## src/rtl/fir_serial_mac.sv

```systemverilog
// Time-multiplexed FIR filter: one multiply-accumulate per cycle, N_TAPS+2 cycles per sample,
// runtime-loadable coefficients, arithmetic-shift rounding and saturating output.
module fir_serial_mac #(
  parameter int unsigned DATA_W = 16,
  parameter int unsigned COEF_W = 11,
  parameter int unsigned N_TAPS = 32,
  parameter int unsigned ACC_W  = 40,
  parameter int unsigned SHIFT  = 0,
  parameter int unsigned OUT_W  = 32,
  localparam int unsigned AddrW = $clog2(N_TAPS)
) (
  input  logic              clk,
  input  logic              rst,
  input  logic              in_valid,
  output logic              in_ready,
  input  logic [DATA_W-1:0] in_data,
  input  logic              coef_we,
  input  logic [AddrW-1:0]  coef_addr,
  input  logic [COEF_W-1:0] coef_data,
  output logic              coef_err,
  output logic              out_valid,
  output logic [OUT_W-1:0]  out_data,
  output logic              out_sat
);

  localparam int unsigned ProdW = DATA_W + COEF_W;
  localparam logic signed [ACC_W-1:0] MaxOut = {{(ACC_W-OUT_W+1){1'b0}}, {(OUT_W-1){1'b1}}};
  localparam logic signed [ACC_W-1:0] MinOut = {{(ACC_W-OUT_W+1){1'b1}}, {(OUT_W-1){1'b0}}};

  typedef enum logic [1:0] {StIdle, StMac, StDone} state_e;

  state_e                    state_q;
  logic signed [DATA_W-1:0]  dly_q [N_TAPS];
  logic signed [COEF_W-1:0]  coef_q [N_TAPS];
  logic signed [ACC_W-1:0]   acc_q;
  logic        [AddrW-1:0]   idx_q;
  logic                      out_valid_q, out_sat_q, coef_err_q;
  logic        [OUT_W-1:0]   out_data_q;

  logic signed [ProdW-1:0]   prod;
  logic signed [ACC_W-1:0]   prod_ext;
  logic signed [ACC_W-1:0]   shifted;
  logic                      addr_ok;

  always_comb begin
    prod     = dly_q[idx_q] * coef_q[idx_q];
    prod_ext = {{(ACC_W-ProdW){prod[ProdW-1]}}, prod};
    shifted  = acc_q >>> SHIFT;
    addr_ok  = 32'(coef_addr) < N_TAPS;
  end

  always_ff @(posedge clk) begin
    if (rst) begin
      state_q     <= StIdle;
      for (int k = 0; k < int'(N_TAPS); k++) begin
        dly_q[k]  <= '0;
        coef_q[k] <= '0;
      end
      acc_q       <= '0;
      idx_q       <= '0;
      out_valid_q <= 1'b0;
      out_sat_q   <= 1'b0;
      coef_err_q  <= 1'b0;
      out_data_q  <= '0;
    end else begin
      out_valid_q <= 1'b0;
      coef_err_q  <= 1'b0;
      // Coefficients may only change while no computation is reading them.
      if (coef_we) begin
        if (state_q == StIdle && addr_ok) coef_q[coef_addr] <= coef_data;
        else                              coef_err_q        <= 1'b1;
      end
      case (state_q)
        StIdle: begin
          if (in_valid) begin
            for (int k = int'(N_TAPS) - 1; k > 0; k--) dly_q[k] <= dly_q[k-1];
            dly_q[0] <= in_data;
            acc_q    <= '0;
            idx_q    <= '0;
            state_q  <= StMac;
          end
        end
        StMac: begin
          acc_q <= acc_q + prod_ext;
          idx_q <= idx_q + AddrW'(1);
          if (idx_q == AddrW'(N_TAPS - 1)) state_q <= StDone;
        end
        StDone: begin
          if (shifted > MaxOut) begin
            out_data_q <= MaxOut[OUT_W-1:0];
            out_sat_q  <= 1'b1;
          end else if (shifted < MinOut) begin
            out_data_q <= MinOut[OUT_W-1:0];
            out_sat_q  <= 1'b1;
          end else begin
            out_data_q <= shifted[OUT_W-1:0];
            out_sat_q  <= 1'b0;
          end
          out_valid_q <= 1'b1;
          state_q     <= StIdle;
        end
        default: state_q <= StIdle;
      endcase
    end
  end

  assign in_ready  = (state_q == StIdle);
  assign out_valid = out_valid_q;
  assign out_data  = out_data_q;
  assign out_sat   = out_sat_q;
  assign coef_err  = coef_err_q;

endmodule

```

## config.mk

```make
export PLATFORM = sky130hd
export DESIGN_NAME = fir_serial_mac
export DESIGN_NICKNAME = d
export VERILOG_FILES = /design/src/rtl/fir_serial_mac.sv
export SDC_FILE = /design/constraint.sdc
export NUM_CORES = 2
export LEC_CHECK = 0
export CAP_MARGIN = 20
export CORE_ASPECT_RATIO = 1.75
export CORE_UTILIZATION = 40
export CTS_CLUSTER_SIZE = 30
export DETAILED_ROUTE_END_ITERATION = 8
export PLACE_DENSITY_LB_ADDON = 0.08
export SETUP_SLACK_MARGIN = 0.05
export SLEW_MARGIN = 20
export SYNTH_ARGS = -nofsm -noshare
export SYNTH_HDL_FRONTEND = slang
export SYNTH_SLANG_ARGS = --single-unit
```

## constraint.sdc

```tcl
create_clock -name clk -period 46.1 [get_ports clk]
set_clock_uncertainty 0.1 [all_clocks]
set_input_delay 9.22 -clock clk [delete_from_list [all_inputs] [get_ports clk]]
set_output_delay 9.22 -clock clk [all_outputs]
set_load 0.03 [all_outputs]
```

==> metrics.md <==
| Metric | Value |
|---|---|
| Total GRT Usage | `19.0%` |
| Status | `completed` |
| Vias in the first global route | `31500` |
| Syn Area/Cell | `13.9 um2` |
| Yosys top cell by area | `edfxtp_1` |
| Pre-Repair DR Iteration Count | `8` |
| Crit path kind | `primary input to flip-flop` |
| Max IR drop VDD | `0.0539 mV` |
| Layout filler cell count | `11500` |
| Fmax | `0.0830 GHz` |
| Pleak | `21.7 nW` |
| HPWL after detailed placement | `80100 um` |
| Layer with the highest usage | `met2` |
| Tmin final | `12040 ps` |
| Commonest non-fill, non-tap cell in the layout | `and2_1` |
| Crit path max fanout | `171` |
| Via/cell ratio | `5.16` |
| Worst relative slew slack | `32.3%` |
| Worst skew pair latency | `710 ps` |
| Post CTS Setup Buffer Count | `0` |
| WL/cell | `22.1 um` |
| Post-synthesis sequential area ratio | `53.7%` |
| WHS | `385 ps` |
| Mapped Cells | `3710` |
| Met2 Track Usage GR | `34.9%` |
| Die X | `273 um` |
| Post-synthesis register bit count | `951` |
| Syn Nets | `4086` |
| Syn. warnings | `0` |
| CTS tree | `yes` |
| Distinct cells, synth | `57` |
| PwrDens | `49.3 mW/mm2` |
| Period utilisation layout | `26.1%` |
| Layout cells sized above 1 | `14.0%` |
| H-tree depth | `3` |
| DRC | `0` |
| Die area | `0.130 mm2` |
| Antenna Nets Post-Route | `0` |
| EDFF count, synth | `864` |
| Area of the mapped netlist | `0.0516 mm2` |
| Dominant synthesized flop cell | `edfxtp_1` |
| Met3 Track Usage GR | `2.04%` |
| WP buf/inv | `3` |
| Starting Density | `40.2%` |
| Most frequent cells in the layout | `and2_1, edfxtp_1, inv_1, mux4_2, fa_1` |
| RSZ-0062 raised after global routing | `no` |
| Clk slew on worst S/H paths | `60 ps` |
| Vias | `28000` |
| Hold buffers post-CTS | `0` |
| CP required | `46330 ps` |
| Critical path capture point type | `flip-flop` |
| Post-synth top area share | `50.3%` |
| Top Ports | `72` |
| Number of DRC markers in iteration 0 | `1582` |
| Fin area | `0.0567 mm2` |
| Longest Clk Path Bufs | `3` |
| Finish-stage setup viols | `0` |
| Worst-margin pin slew | `1010 ps` |
| Root Buffer | `clkbuf_16` |
| Global Route met1 Usage | `22.9%` |
| CP max-delay cell | `buf_4` |
| Clk sinks | `951` |
| Utilization after layout | `44.3%` |
| Ys async rst share | `0%` |
| WL final | `120000 um` |
| HP Class | `flip-flop to flip-flop` |
| Initial antenna violation count | `2` |
| Buffers on Ports | `71` |
| Final TNS setup | `0 ps` |
| CP cell instances | `clkdlybuf4s50_1 > nand2_1 > nand2b_4 > buf_12 > buf_4` |
| Crit-path leading delay family | `buffers and inverters` |
| Die height | `477 um` |
| Synth area leaders | `edfxtp_1, mux4_2, and2_1` |
| Final Hold Vio Count | `0` |
| Largest net degree at the start of global routing | `326` |
| Core area | `0.128 mm2` |
| CP arrival | `12270 ps` |
| Global-route wire length before repair | `189000 um` |
| R2R Setup Slk | `36350 ps` |
| Layout area overhead | `10.0%` |
| Power, Total | `2.80 mW` |
| Final slew viol count | `0` |
| Nets | `4052` |
| Placed inst area | `0.0537 mm2` |
| Placer Congestion | `0.804` |
| Worst setup SP type | `primary input` |
| Grt ovf | `0` |
| Crit path largest cell delay | `820 ps` |
| Number of cell rows | `174` |
| Num CTS Buffers | `94` |
| Max-Cap Viols | `0` |
| PostCTS Resize Cnt | `0` |
-- worst register-to-register path: cells and delay by family, from the launching register on --
kind | cells | cell delay (ps)
adders and majority gates | 6 | 2800
muxes | 3 | 1610
and+or+nand+nor | 1 | 260
xor gates and xnor gates | 1 | 220
buffers and inverters | 4 | 1750
DFF | 1 | 640
AOI/OAI and AO/OA | 8 | 2250
-- flip-flops by register name, indices dropped and copies added (netlist names), named ones only --
signal     count
out_data      32
idx_q          5
coef_err       1
acc_q         40
dly_q        512
out_valid      1
coef_q       352
out_sat        1
state_q        2
-- kinds of logic after synthesis --
family / after synthesis / share of synthesized area (%)
buf+inv: 593 / 4.73
fa+ha+maj: 340 / 11.8
mux: 300 / 12.5
flops: 951 / 53.7
compound gates: 185 / 2.23
simple gates: 1303 / 14.5
xor+xnor: 38 / 0.645
-- area by class of cell --
class                   count  area, um2  area share [%]
diodes                      2       5.00         0.00882
clock buffers             125       2580            4.55
clock inverters            46        467           0.822
inverters                 349       1310            2.31
multi-input cells        2166      21500            37.9
flip-flops and latches    951      27700            48.8
well taps                1672       2090            3.69
repair buffers            114       1100            1.93
-- through the flow --
stage               setup WS (ps)  std cells
finish                      34060       5425
detailed placement          33070       5251
global placement            33240       5251
CTS                         33850       5422
global route                33890       5424
floorplan                   23070       3710
-- worst paths after layout --
kind	from	endpoint	depth (start not counted)
min	acc_q[13]	acc_q[13]	2
max reg2reg	flip-flop	acc_q[33]	23
min reg2reg	acc_q[13]	acc_q[13]	2
max	in_valid	dly_q[12][13]	5
-- where the power goes --
part	total, mW	internal (mW)	switching [mW]
Combinational	0.983	0.403	0.581
Clock	0.777	0.430	0.347
Sequential	1.04	1.00	0.0322
Total	2.80	1.84	0.960
-- synth_stat cells (all sizes together) (23+ instances only) --
cell type and n:
ha 97, buf 62, nor2b 26, and2 892
or2 33, mux2 23, fa 243, nand2 140
a21o 25, a21oi 72, nor3 37, inv 349
mux4 270, clkbuf 182, o21ai 34, dfxtp 87
nor2 121, edfxtp 864
-- routing by layer --
metal | part of all wire, % | wire length (um)
met4 | 3.0 | 3650
met2 | 54 | 64900
met5 | 0 | 0
met3 | 3.1 | 3660
met1 | 40 | 47500
Power figures use the tool's default switching activity.
